<file path="config.mk">
export PLATFORM = sky130hd
export DESIGN_NAME = and_arbiter
export DESIGN_NICKNAME = d
export VERILOG_FILES = /design/src/rtl/and_arbiter.sv
export SDC_FILE = /design/constraint.sdc
export NUM_CORES = 1
export LEC_CHECK = 0
export BUFFER_PORTS_ARGS = -buffer_cell sky130_fd_sc_hd__buf_2
export CORE_ASPECT_RATIO = 0.9
export CORE_MARGIN = 5
export CORE_UTILIZATION = 41
export DETAILED_ROUTE_END_ITERATION = 8
export GPL_TIMING_DRIVEN = 0
export HOLD_SLACK_MARGIN = 0.12
export PLACE_DENSITY = 0.89
export SLEW_MARGIN = 20
export SYNTH_ARGS = -nofsm -noshare
export SYNTH_HDL_FRONTEND = slang
export SYNTH_SLANG_ARGS = --single-unit
</file>
<file path="constraint.sdc">
create_clock -name clk -period 2.97 [get_ports clk]
set_input_delay 0.1485 -clock clk [delete_from_list [all_inputs] [get_ports clk]]
set_output_delay 0.1485 -clock clk [all_outputs]
set_load 0.01 [all_outputs]
</file>
<file path="src/rtl/and_arbiter.sv">
// Round-robin arbiter over N requesters; the winner's a & b is registered into a
// single output slot with a valid/ready handshake and the owner's index.
module and_arbiter #(
   parameter int N  = 4,
   parameter int W  = 8,
   parameter int IW = (N > 2) ? $clog2(N) : 1
) (
   input  logic            clk,
   input  logic            rst,
   input  logic            en,
   input  logic [N-1:0]    req,
   input  logic [N*W-1:0]  a,
   input  logic [N*W-1:0]  b,
   output logic [N-1:0]    gnt,
   output logic [W-1:0]    y,
   output logic            y_valid,
   input  logic            y_ready,
   output logic [IW-1:0]   y_id
);

   localparam logic [IW-1:0] LAST = IW'(N - 1);

   logic [IW-1:0]         r_ptr;
   logic [W-1:0]          r_y;
   logic                  r_y_valid;
   logic [IW-1:0]         r_y_id;

   logic [N-1:0][W-1:0]   w_and;
   logic                  w_free;
   logic                  w_hit;
   logic                  w_grant;
   logic [IW-1:0]         w_idx;
   logic [IW:0]           w_sum;
   logic [IW-1:0]         w_j;

   genvar gi;
   generate
      for (gi = 0; gi < N; gi++) begin : g_lane
         assign w_and[gi] = a[gi*W +: W] & b[gi*W +: W];
      end
   endgenerate

   // Circular search from r_ptr; the extra sum bit lets non-power-of-two N wrap cleanly.
   always_comb begin
      w_hit = 1'b0;
      w_idx = '0;
      w_sum = '0;
      w_j   = '0;
      for (int k = 0; k < N; k++) begin
         w_sum = {1'b0, r_ptr} + (IW+1)'(k);
         if (w_sum >= (IW+1)'(N))
            w_sum = w_sum - (IW+1)'(N);
         w_j = w_sum[IW-1:0];
         if (!w_hit && req[w_j]) begin
            w_hit = 1'b1;
            w_idx = w_j;
         end
      end
   end

   assign w_free  = !r_y_valid || y_ready;
   assign w_grant = !rst && en && w_hit && w_free;
   assign gnt     = w_grant ? (N'(1) << w_idx) : '0;

   always_ff @(posedge clk) begin
      if (rst) begin
         r_ptr     <= '0;
         r_y       <= '0;
         r_y_valid <= 1'b0;
         r_y_id    <= '0;
      end else if (w_grant) begin
         r_y       <= w_and[w_idx];
         r_y_id    <= w_idx;
         r_y_valid <= 1'b1;
         r_ptr     <= (w_idx == LAST) ? '0 : w_idx + 1'b1;
      end else if (y_ready) begin
         r_y_valid <= 1'b0;
      end
   end

   assign y       = r_y;
   assign y_valid = r_y_valid;
   assign y_id    = r_y_id;

endmodule

</file>
# After elaboration in Yosys (flattened, before gate mapping)

Cells that the tools add are included.

$add $sub $neg: 8
$lt $le $gt $ge: 9
Eq/ne operators: 1
Shifts and indexed selects: 1
Multiplexer cells: 26
Bitwise logic cells: 4
Reduce and logical (&&, ||, !) cells: 13

Operator list:

| operator                                                          | number |
|---|---|
| bitwise AND 8 bit                                                 | 4 |
| two-way mux 2 bit                                                 | 9 |
| binary-select mux 8 bit (select 2 bit)                            | 1 |
| less-than comparator 2 x 3 -> 1 bit, second input constant        | 5 |
| two-way mux 1 bit                                                 | 10 |
| greater-or-equal comparator 3 bit, second input constant          | 3 |
| binary-select mux 1 bit (select 2 bit)                            | 4 |
| two-way mux 8 bit                                                 | 1 |
| subtractor 2 x 1 -> 2 bit, second input constant                  | 4 |
| adder 2 x 2 -> 3 bit, second input constant                       | 2 |
| logical AND 1 bit                                                 | 6 |
| zero test 1 bit                                                   | 5 |
| two-way mux 4 bit                                                 | 1 |
| left shift 1 x 2 -> 4 bit, first input constant                   | 1 |
| adder 2 x 1 -> 3 bit, second input constant                       | 1 |
| greater-or-equal comparator 2 x 3 -> 1 bit, second input constant | 1 |
| adder 2 x 1 -> 2 bit, second input constant                       | 1 |
| equality test 2 bit, second input constant                        | 1 |
| nonzero test 2 bit                                                | 1 |
| logical OR 1 bit                                                  | 1 |

Bits in registers: 13
Input bits: 72
Output and inout bits: 15
Word-level logic and storage cells: 66

# Longest topological paths before layout

Gate-level depths: netlist of run 1.

Word-level depth: 17
Mapped depth: 9
Mapped depth without buffers: 7

# Worst setup path before layout of run 1

OpenSTA, ideal clock, no wires.

Path type: register to register
Start: reg r_ptr[1]
End: reg r_ptr[1]
Setup time: 0.132 ns
Arrival time: 1.626 ns
Data required time: 2.838 ns
Setup slack: 1.212 ns
Stages on the path, launching flop included: 9
Buffers on the path: 1
Clock period less this slack: 1.758 ns
Path through: dfxtp_1 nand2_1 a221oi_1 or2_2 buf_2 inv_1 ha_1 nand2_1 a21oi_1

Cells in the longest elaborated chain, start to end: 16
Elaborated cells on any way between the ends: 42
Classes of those cells: add/sub: 8; order compare: 4; eq/ne: 1; mux: 21; reduce/logical: 8

RTL lines:

| what                                                                          | line | text |
|---|---|---|
| start, declared                                                               | 23   | `logic [IW-1:0] r_ptr;` |
| start signal, assigned                                                        | 75   | `r_ptr <= (w_idx == LAST) ? '0 : w_idx + 1'b1;` |
| parallel branches: the longest is 16 deep, another holds adder 2 x 1 -> 3 bit | n/a  |  |

Parallel ways; which one is timed is not known. The select of a mux whose other input is x is not followed.
A chain may end at the register's enable or synchronous reset.

# Worst setup path in the final report of run 1

Start: reg r_ptr[1]
End: out gnt[3]

Cells in the longest elaborated chain, start to end: 17
Elaborated cells on any way between the ends: 41
Classes of those cells: add/sub: 7; order compare: 4; shift: 1; mux: 21; reduce/logical: 8

RTL lines:

| what                                                                          | line | text |
|---|---|---|
| parallel branches: the longest is 16 deep, another holds adder 2 x 1 -> 3 bit | n/a  |  |
| two-way mux 4 bit *                                                           | 63   | `assign gnt = w_grant ? (N'(1) << w_idx) : '0;` |
| end, declared                                                                 | 14   | `output logic [N-1:0] gnt,` |

Mark *: on every way between the ends. The select of a mux whose other input is x is not followed.

==> results of run 1 <==
[critical path, cell delays in order (launching register included)]
cell,delay (ps)
sky130_fd_sc_hd__dfxtp_1,480
sky130_fd_sc_hd__nand2_1,80
sky130_fd_sc_hd__a221oi_1,440
sky130_fd_sc_hd__or2_2,190
sky130_fd_sc_hd__buf_2,220
sky130_fd_sc_hd__inv_1,70
sky130_fd_sc_hd__ha_1,180
sky130_fd_sc_hd__and2_1,130
sky130_fd_sc_hd__buf_2,130
[layout make-up]
class / count / area share
inverters: 11 / 0.02900
repair buffers: 86 / 0.2850
flip-flops and latches: 13 / 0.1723
plain buffers: 7 / 0.02983
multi-input cells: 120 / 0.4432
well taps: 28 / 0.02320
clock buffers: 4 / 0.01740
[state kept, by name, indices dropped and copies added, names as in the netlist]
register and count:
r_ptr 2, y 8, y_id 2, y_valid 1
[worst paths after layout]
path / endpoint
max: gnt[3]
min: y[7]
max reg2reg: r_ptr[1]
min reg2reg: y_id[0]
[metal layers]
layer / GRT usage / wire, µm
met5: 0 / 0
met4: 0.1091 / 106
met3: 0.05118 / 312
met2: 0.3491 / 1755
met1: 0.2286 / 1438
[kinds of logic after synthesis]
family	Yosys count	synth area share
AND/OR/NAND/NOR	70	0.3366
AO/OA/AOI/OAI	49	0.3084
buffers and inverters	18	0.08723
flip-flops	13	0.2555
adder cells (fa/ha/maj)	1	0.01228
[synth_stat cells (all sizes together) (2+ instances only)]
master and count:
nor2b 3, nor2 7, or2 2, a31oi 8, nor3 11, inv 11, a21oi 20, nand2b 4
a311oi 8, o22ai 8, buf 4, clkbuf 3, nand2 37, dfxtp 13
[stage by stage]
step,utilization,hold WS [ps]
4_1_cts,0.6228,143.9
3_5_place_dp,0.6120,430.7
2_1_floorplan,-,326.2
3_3_place_gp,0.6120,424.2
5_1_grt,0.6228,157.9
6_report,0.6228,154.9
[power by group through the flow]
stage	Combinational, µW	Sequential [µW]	Clock [µW]
after floorplan	130	220	0
after global placement	235	211	0
after detailed placement	239	212	0
after CTS	240	208	111
after global routing	267	211	122
final	239	208	107
==> run summary, run 1 <==
The maximum number of pins on one net before global-route repair is 11. On the final layout, the worst clock skew is 3.017 ps. The number of rows in the core area came out at 17. The horizontal die dimension is approximately 63 µm. For this block, the routed nets add up to 3.612 mm of wire.

The reg-to-reg setup timing slack is between 900 and 1000 ps. Summing all flip-flop and latch instances after layout gives between 200 and 300 µm². The maximum level of the CTS H-tree came out at 1.

The number of iterations in the first detailed-routing pass is 4. The worst slew margin relative to its limit came out at 0.4952. The power per cell area came out at 367.0 mW/mm².

Once detail routing completed, the nets flagged for antenna violations numbered 0. For the worst-skew pair, the clock arrives at the later sink with an insertion delay of between 200 and 300 ps. The number of clock buffers added by TritonCTS is 3. The number of sinks driven by the clock tree is 13. The clock network fraction of design power is 0.193. Synthesis inferred 13 register bits. The worst setup path startpoint is r_ptr[1].

The power share of the combinational group is 0.431. The portion of synthesized cell area occupied by the leading cell type came out at 0.2555. Sorting the synthesized cells by area gives the leading types as sky130_fd_sc_hd__dfxtp_1, sky130_fd_sc_hd__nand2_1, sky130_fd_sc_hd__a21oi_1. The number of cells in the finished layout apart from fillers came out at approximately 270. The startpoint identified for the worst register-to-register timing path is r_ptr[0]. The setup path with the least slack is of type reg -> out. The post-CTS setup-driven buffer insertion count is 0. The final clock period utilization by the worst path is 0.7846. The number of antenna violations at the first check in global routing is 0. The hold violation count in the final report is 0. In this run the most critical hold path is launched from b[7]. The post-synthesis instance total is around 150. Summing over every cut layer, the via total after detailed routing is 1430. The ratio of cells with drive above 1 in the final layout came out at 0.4191. The fraction of power spent switching nets came out at 0.3588. The final routed DRC violation total came out at 0. The initial utilization of the core area, before any placement, comes to 0.4200.

The congestion estimate from routability-driven global placement came to around 0.83. The standard cell core area is 0.002425 mm². For this run, the top clock speed supported by timing is between 400 and 500 MHz. The peak fanout along the critical path came out at 10. The completed layout was analyzed and its total power is around 550 µW. The detailed router's first-iteration violation count came out at 29.

In this run the count of I/O pins placed on the die edge is 87. In the final design database the tool counted approximately 320 nets. The final setup violation count came out at 0.

The path depth of the worst reg2reg path came out at 8. The pin slew with the least headroom to its limit came out at approximately 750 ps. The run finished with clean final reports. TritonCTS built the clock tree. The die height is 57.28 µm.

The cell internal power dissipation is approximately 360 µW. The leakage component of the power is between 0.0007 and 0.0008 µW. The clock root buffer is sky130_fd_sc_hd__clkbuf_4. The number of fill cells is about 250. The final max-slew violation count came out at 0. The mapped netlist covers between 0.001 and 0.0015 mm². After legalization and detailed placement, the total HPWL measured between 2 and 3 mm.

The die covers between 0.003 and 0.004 mm². The prevailing post-synth register cell is sky130_fd_sc_hd__dfxtp_1. The worst min-delay path category is in -> reg. The post-cts gate resize count is 0. The via count of the first global-routing pass is around 1500.

The number of buffers added to fix hold violations after cts came out at 0. The number of vias per cell came out at 5.316. Leaving out fill and tap cells, the most frequent cell in the layout is sky130_fd_sc_hd__buf_2. Leaving out fill and tap cells, the most frequent cells in the layout are sky130_fd_sc_hd__buf_2, sky130_fd_sc_hd__nand2_1, sky130_fd_sc_hd__a21oi_1. The worst setup path is captured at a primary output. During synthesis, Yosys emitted a total of 0 warnings. The maximum clock insertion buffer count came out at 2. The cell taking the most area after synthesis is sky130_fd_sc_hd__dfxtp_1. The final design area excluding fillers is about 0.0015 mm².

The global-route usage over all layers is 0.2020. The total placed cells including tap cells came out at around 270. Setup repair after global routing left no endpoint under its margin. The number of flops mapped to enable cells by yosys is 0. Timing analysis after detailed placement gives a worst setup slack of just over 900 ps. Counting instances, the worst hold path has a depth of 3. The area growth from synthesis to final layout is 48.28%. STA classifies the critical path startpoint as a register. Buffers placed on the I/O ports in this run total 86. The data required time of the critical path is around 2800 ps.

The area used by multi-input combinational logic came out at approximately 670 µm². The data arrival time of the critical path came out at ~2200 ps. The slack of the critical path came out at 639.8 ps. The wire length of the first global-routing pass is between 5 and 6 mm. In this run the cell area measured after placement is 0.001484 mm². The register area share after synthesis came out at 0.2555. The number of violations of the max-capacitance limit came out at 0. The net count of the mapped netlist is between 200 and 250. The synthesized area divided by synthesized cell count came out at 6.745 µm². The sequential cell fraction of total power came out at 0.376. The total overflow reported by the global router came out at 0. The smallest clock period supported by the final layout is computed as roughly 2300 ps. After synthesis, the netlist uses 31 different library cells.

After clock tree synthesis, the clock-pin slew on the worst setup and hold paths is 80 ps. The async set-reset flop share out of synthesis is 0. The maximum vdd ir drop is roughly 230 µV.

The repair_antennas step left the layout with diodes totalling 0. The switching power came out at slightly below 200 µW. The sum of negative setup slack came out at 0 ps. The final routed wire length divided by cell count came out at ~13 µm.
Power figures use the tool's default switching activity.
==> inputs of run 2 (changes only) <==
Settings changed: CORE_UTILIZATION 41 to 38, PLACE_DENSITY 0.89 to 0.84.
Clock period 2.97 ns to 2.3 ns, I/O delays scaled along.
==> run 2 against run 1 <==
  * Via count up 3.1%
  * First-iteration DRC count rose to 2.9 times the previous value
  * Count of clock-buffer cells in the layout unchanged
  * Global-route usage up 0.22 points
==> run summary, run 2 (synthesized netlist as in run 1, its figures left out) <==
The count of input and output buffers came out at 86 (unchanged). The leakage component of the power came to 0.0007950 µW (+6.0%). The routed length on met1 is 1.507 mm (+4.8%).

The horizontal die dimension is 64.57 µm (+3.3%). The startpoint identified for the worst register-to-register timing path is r_ptr[0]. The run finished with clean final reports. The launching element type of the critical path is a register. The number of vias per cell is 5.283 (-0.62%).

The largest delay contributor family on the critical path is simple AND/OR/NAND/NOR gates. The largest clock skew in the final design is 5.830 ps (+2.813 ps). The final setup violation count came out at 0 (unchanged). In this run the top signal layer used is met4. The die height is 59.12 µm (+3.2%). The final-stage net count was 325 (+3.2%). The count of buffering cells on the critical path with inverters included is 4 (+1).

The final max-slew violation count came out at 0 (unchanged). The number of nets still failing antenna checks after routing is 0 (unchanged). The data arrival time of the critical path is 2070 ps (-110 ps). The tightest min-delay check is of the in -> reg type.

The detailed route wirelength on metal2 is 1.918 mm (+9.3%). The power share of the combinational group came out at 0.450 (+0.019). The pin slew with the least headroom to its limit came out at 773.3 ps (+25.93 ps). The initial core utilization is 0.4058 (-0.01424). The wire length after detailed routing is 3.882 mm (+7.5%). STA classifies the critical path endpoint as a primary output. The tree is rooted in a sky130_fd_sc_hd__clkbuf_4. The clock network latency to the later pin of the worst-skew pair is 280 ps (about the same). The maximum vdd ir drop came to 298.1 µV (+31%).

The final routed DRC violation total came out at 0 (unchanged). The total overflow reported by the global router came out at 0 (unchanged). Traced cell by cell, the critical path runs through nand2b_1 > and4_4 > buf_6 > nor2_4 > inv_4 > buf_6 > ha_1 > and2_1 > buf_2. After layout, the minimum clock period comes to 2185 ps. The ratio of cells with drive above 1 in the final layout came out at 0.4223 (+0.003224).

The via count of the first global-routing pass is 1443 (-0.82%). The wire length of the first global-routing pass came out at 6.099 mm (+2.3%). The total inserted antenna cells is 0 (unchanged). The path depth of the worst reg2reg path is 6 (-2). The standard cell core area is 0.002510 mm² (+3.5%). The global placement routability congestion is 0.8106 (-2.3%). The number of I/O pins came out at 87 (unchanged). The number of violations of the max-capacitance limit is 0 (unchanged). The final routed wire length divided by cell count is 13.91 µm (+3.6%). For hold timing, the worst endpoint is y[4]. The total vias in the final route came to 1474 (+3.1%). The fraction of power spent switching nets is 0.3580 (-0.0007597). TritonCTS built the clock tree.

Among the stages of the critical path, the cell type that occurs most often is sky130_fd_sc_hd__buf_6. The leading cell type in the layout, fill and taps excluded is sky130_fd_sc_hd__buf_2. In the layout the commonest cells are sky130_fd_sc_hd__buf_2, sky130_fd_sc_hd__nand2_1, sky130_fd_sc_hd__a21oi_1.

The total design power came out at 749.0 µW (+35%). The number of flip-flops in the largest register is 8 (unchanged). The peak fanout along the critical path is 10 (unchanged). The largest individual stage delay along the critical path comes from the cell sky130_fd_sc_hd__dfxtp_1. In the finished design, the share of the clock period the worst path needs comes to 0.9499. By startpoint and endpoint, the worst setup path is classified as reg -> out. The sequential cell fraction of total power is 0.359 (-0.017). The worst slew margin relative to its limit is 0.4777 (-0.01751). The highest achievable clock rate came out at between 400 and 500 MHz. The detailed router's first-iteration violation count is 83 (+190%). The number of iterations in the first detailed-routing pass is 4 (unchanged). The number of sinks driven by the clock tree came out at 13 (unchanged). The biggest cell delay along the critical path is 340 ps (-140 ps). The sum of negative setup slack is 0 ps (unchanged). The clock-pin slew on the worst setup and hold paths came out at 70 ps (about the same). The maximum clock insertion buffer count is 2 (unchanged). The power per cell area is 461.5 mW/mm² (+26%).

The number of rows in the core area is 17 (unchanged). Setup repair after global routing left no endpoint under its margin. The maximum number of pins on one net before global-route repair came out at 11 (unchanged). The HPWL reported at the end of detailed placement was 2.910 mm (-1.8%). The number of instances on the worst hold path came out at 3 (unchanged). The clock network fraction of design power came out at 0.191 (-0.002). The global-route usage over all layers came out at 0.2042 (+0.002201). The capture instance of the worst register-to-register path is y[6].

The switching power came to 268.2 µW (+35%). The cell internal power dissipation came out at 480.8 µW (+35%). The total met3 wirelength after detailed routing came out at 382 µm (+22%). The hold violation count in the final report came out at 0 (unchanged). The area growth from synthesis to final layout came out at 59.34%.

The number of antenna violations at the first check in global routing was 0 (unchanged). The number of fill cells came out at 233 (-5.7%). The number of buffers created by CTS was 3 (unchanged). The full die area came out at 0.003817 mm² (+6.6%). The reg-to-reg setup timing slack is 250 ps (-720 ps). The total area of sequential cells came to 261.5 µm² (+0.48%). The data required time of the critical path is 2180 ps (-640 ps).

The area used by multi-input combinational logic was 679.4 µm² (+1.5%). The startpoint identified for the worst hold timing path is a[4]. The maximum level of the CTS H-tree came to 1 (unchanged).
## run 2: timing repair
action                                 CTS  global route
setup endpoints to repair                1             4
resized for setup                        1             2
buffers inserted                         0             2
hold buffers                             9             0
pin swaps                                0             1
endpoints found under the hold margin    6             0
## run 2: final cells by class
cell class / instances / area share
Clock buffer: 4 / 0.01619
Sequential cell: 13 / 0.1611
Timing Repair Buffer: 97 / 0.3300
Buffer: 6 / 0.02544
Inverter: 11 / 0.02699
Tap cell: 28 / 0.02159
Multi-Input combinational cell: 120 / 0.4187
## run 2: worst max path at each step
stage | start | endpoint | slack (ps) | cells after the start
after global placement | r_ptr[1] | gnt[3] | 330 | 8
after detailed placement | r_ptr[1] | gnt[3] | 290 | 8
after floorplan | r_ptr[1] | r_ptr[1] | 540 | 8
after CTS | r_ptr[0] | gnt[3] | 0.03 | 8
final | r_ptr[0] | gnt[3] | 120 | 9
after global routing | r_ptr[1] | gnt[3] | 20 | 8
## run 2: layer usage
metal  vias up  track usage
li1        749            -
met1       653       0.2132
met2        64       0.3809
met3         8      0.07590
met4         0      0.06627
met5         -            0
## run 2: stage by stage
stage / instance area, µm² / worst slack (ps) / cells / utilization / hold slack, ps
6_report: 1623 / 115.3 / 279 / 0.6466 / 130.1
3_5_place_dp: 1484 / 291.0 / 265 / 0.5912 / 395.9
5_1_grt: 1623 / 21.37 / 279 / 0.6466 / 124.3
4_1_cts: 1607 / 0.02798 / 278 / 0.6401 / 121.9
2_1_floorplan: 1018 / 541.6 / 151 / - / 292.7
3_3_place_gp: 1484 / 326.9 / 265 / 0.5912 / 390.8
## run 2: worst reg2reg max path, cell delays in order, from the launching register on
cell and delay, ps:
sky130_fd_sc_hd__dfxtp_1 390, sky130_fd_sc_hd__nor2b_1 110, sky130_fd_sc_hd__or4_4 580, sky130_fd_sc_hd__a21oi_1 170, sky130_fd_sc_hd__a31oi_1 60, sky130_fd_sc_hd__dlygate4sd3_1 570, sky130_fd_sc_hd__o22ai_1 100
## run 2: power by group through the flow
stage / clock [µW] / combinational [µW] / sequential (µW)
3_5_place_dp: 0 / 310 / 273
5_1_grt: 164 / 374 / 272
4_1_cts: 149 / 329 / 268
6_report: 143 / 337 / 269
3_3_place_gp: 0 / 305 / 271
2_1_floorplan: 0 / 168 / 284
==> inputs of run 3 (changes only) <==
==> constraint.sdc (replaced) <==
create_clock -name clk -period 2.3 [get_ports clk]
set_input_delay 0.345 -clock clk [delete_from_list [all_inputs] [get_ports clk]]
set_output_delay 0.345 -clock clk [all_outputs]
set_load 0.01 [all_outputs]
==> run 3 against run 2 <==
  * Worst hold slack improved by 210 ps
  * Non-clock buffer count fell by 7
  * Count of clock-buffer cells in the layout did not move
  * Flip-flop and latch count did not move
  * First-iteration DRC count fell by 22%
  * Clock power barely moved
  * Critical path type unchanged
  * Largest cell class unchanged
  * Largest power group unchanged
==> run summary, run 3 (synthesized netlist as in run 1, its figures left out) <==
The flow ran to the end, and the final reports show no timing, DRC or antenna violations. Broken down by cell family, the worst path's largest delay share belongs to simple AND/OR/NAND/NOR gates. The die height came out at 59.12 µm (unchanged). The clock-pin slew on the worst setup and hold paths came out at 80 ps (about the same). The largest individual stage delay along the critical path comes from the cell sky130_fd_sc_hd__dfxtp_2. The maximum level of the CTS H-tree came out at 1 (unchanged). In the layout the commonest cells are sky130_fd_sc_hd__buf_2, sky130_fd_sc_hd__nand2_1, sky130_fd_sc_hd__a21oi_1. The number of vias per cell came out at 5.364 (+1.5%). Leaving out fill and tap cells, the most frequent cell in the layout is sky130_fd_sc_hd__buf_2. The horizontal die dimension came out at 64.57 µm (unchanged). The largest clock skew in the final design came out at 0.8859 ps (-4.944 ps). The startpoint of the lowest-slack hold path is b[6]. The initial core utilization is 0.4058 (unchanged). The via count of the first global-routing pass is 1385 (-4.0%).

The signal on the critical path passes through nand2b_1 > and4_4 > buf_6 > nor2_4 > inv_4 > buf_6 > ha_1 > and2_1 > buf_2. The HPWL reported at the end of detailed placement is 2.910 mm (unchanged). The worst setup path is captured at a primary output. Compared with the post-synthesis result, the final layout area differs by 52.83%. The final setup violation count came out at 0 (unchanged). The final routed DRC violation total came to 0 (unchanged).

The final routed wire length divided by cell count is 13.71 µm (-1.4%). By instance count, the cell type seen most on the critical path is sky130_fd_sc_hd__buf_6. The number of nets still failing antenna checks after routing came out at 0 (unchanged). The data arrival time of the critical path is 1900 ps (-170 ps).

The maximum number of pins on one net before global-route repair came out at 11 (unchanged). The number of antenna violations at the first check in global routing is 0 (unchanged). The worst setup slack after placement came out at -98.19 ps (-389.2 ps).

The launching element type of the critical path is a register. The endpoint identified for the worst register-to-register timing path is r_ptr[1]. The maximum clock insertion buffer count came out at 2 (unchanged). The count of input and output buffers came out at 86 (unchanged).

The worst setup path startpoint is r_ptr[0]. The final-stage net count came out at 318 (-2.2%). The number of iterations in the first detailed-routing pass came out at 4 (unchanged). The data required time of the critical path is 1960 ps (-220 ps). The maximum vdd ir drop was 285.7 µV (-4.2%). The number of buffers added to fix hold violations after cts is 0 (-9). The time the final worst path needs with I/O delays and setup is 2249 ps (+64.36 ps). The peak fanout along the critical path is 10 (unchanged).

The path depth of the worst reg2reg path is 9 (+3). The slack of the critical path came out at 50.99 ps (-64.36 ps). The ratio of cells with drive above 1 in the final layout came out at 0.4467 (+0.02441). The count of buffering cells on the critical path with inverters included was 4 (unchanged). The total overflow reported by the global router came to 0 (unchanged). The global-route usage over all layers came out at 0.1990 (-0.005225). The number of instances on the worst hold path is 3 (unchanged).

The biggest cell delay along the critical path came out at 350 ps (about the same). The total vias in the final route came out at 1459 (-1.0%). The number of flip-flops in the largest register is 8 (unchanged). The standard cell core area came out at 0.002510 mm² (unchanged). The final max-slew violation count was 0 (unchanged).

The wire length after detailed routing is 3.730 mm (-3.9%). The number of rows in the core area is 17 (unchanged). TritonCTS built the clock tree. The worst hold path terminates at y[6]. The final hold slack came to 335.4 ps (+205.3 ps). The number of buffers created by CTS is 3 (unchanged). The global placement routability congestion is 0.8106 (unchanged). The clock network latency to the later pin of the worst-skew pair is 280 ps (about the same). The min-delay analysis places its worst path in the category in -> reg.

Setup repair after global routing could not meet its margin everywhere. The power per cell area was 476.3 mW/mm² (+3.2%). The startpoint identified for the worst register-to-register timing path is r_ptr[0]. The wire length of the first global-routing pass came out at 5.947 mm (-2.5%). The detailed router's first-iteration violation count is 65 (-22%). The worst slew margin relative to its limit is 0.6686 (+0.1909).

The tree is rooted in a sky130_fd_sc_hd__clkbuf_4. The full die area came out at 0.003817 mm² (unchanged). The total inserted antenna cells was 0 (unchanged). The reg-to-reg setup timing slack came out at 590 ps (+340 ps).

The pin slew with the least headroom to its limit was 491.7 ps (-281.6 ps). The number of I/O pins is 87 (unchanged). The hold violation count in the final report came out at 0 (unchanged). The final clock period utilization by the worst path is 0.9778 (+0.02798). The number of violations of the max-capacitance limit was 0 (unchanged). The leakage component of the power is 0.0007742 µW (-2.6%).

The type of the setup path with the least slack is reg -> out. The highest achievable clock rate was 444.6 MHz (-2.9%). The number of sinks driven by the clock tree is 13 (unchanged).
[run 3: worst max-delay path by stage]
| stage | end | slack (ps) | depth (start not counted) |
|---|---|---|---|
| floorplan | gnt[3] | 370 | 7 |
| detailed placement | gnt[3] | -100 | 9 |
| CTS | gnt[3] | 20 | 9 |
| finish | gnt[3] | 50 | 9 |
| global route | gnt[3] | -20 | 9 |
| global placement | gnt[3] | -70 | 9 |
[run 3: final cells by class]
class / count / area [µm²]
fillers: 250 / 953.4
multi-input cells: 120 / 688.2
repair buffers: 90 / 460.4
flip-flops and latches: 13 / 262.8
inverters: 11 / 43.79
plain buffers: 6 / 40.04
well taps: 28 / 35.03
clock buffers: 4 / 26.28
[run 3: stage by stage]
stage | std cells | util | area, µm² | TNS (ps) | total power, µW
2_1_floorplan | 151 | - | 1018 | 0 | 452.0
3_3_place_gp | 265 | 0.5912 | 1484 | -69.49 | 576.1
3_5_place_dp | 265 | 0.5912 | 1484 | -98.19 | 583.0
4_1_cts | 273 | 0.6167 | 1548 | 0 | 743.3
5_1_grt | 272 | 0.6201 | 1556 | -21.60 | 798.9
6_report | 272 | 0.6201 | 1556 | 0 | 741.3
[run 3: metal layers]
metal	share of wire	GRT usage	up-vias
met5	0	0	-
met1	0.40	0.2166	661
li1	-	-	731
met2	0.50	0.3647	63
met3	0.097	0.07211	4
met4	0.0072	0.05723	0
[run 3: what timing repair did]
action                                  4_1_cts  5_1_grt
resized for setup                             2        4
pin swaps                                     3        1
setup buffers                                 4        0
endpoints found under the setup margin        3        4
[run 3: power by group]
part / leakage [µW] / internal, µW / switching, µW
combinational: 0.000651 / 152 / 175
clock: 0.0000150 / 67.4 / 77.2
sequential: 0.000108 / 253 / 16.4
total: 0.000774 / 473 / 269
[run 3: tightest hold or removal path, delay by kind of cell]
| kind | cells | cell delay [ps] |
|---|---|---|
| AO/OA/AOI/OAI | 2 | 150 |
| buffers and inverters | 1 | 70 |
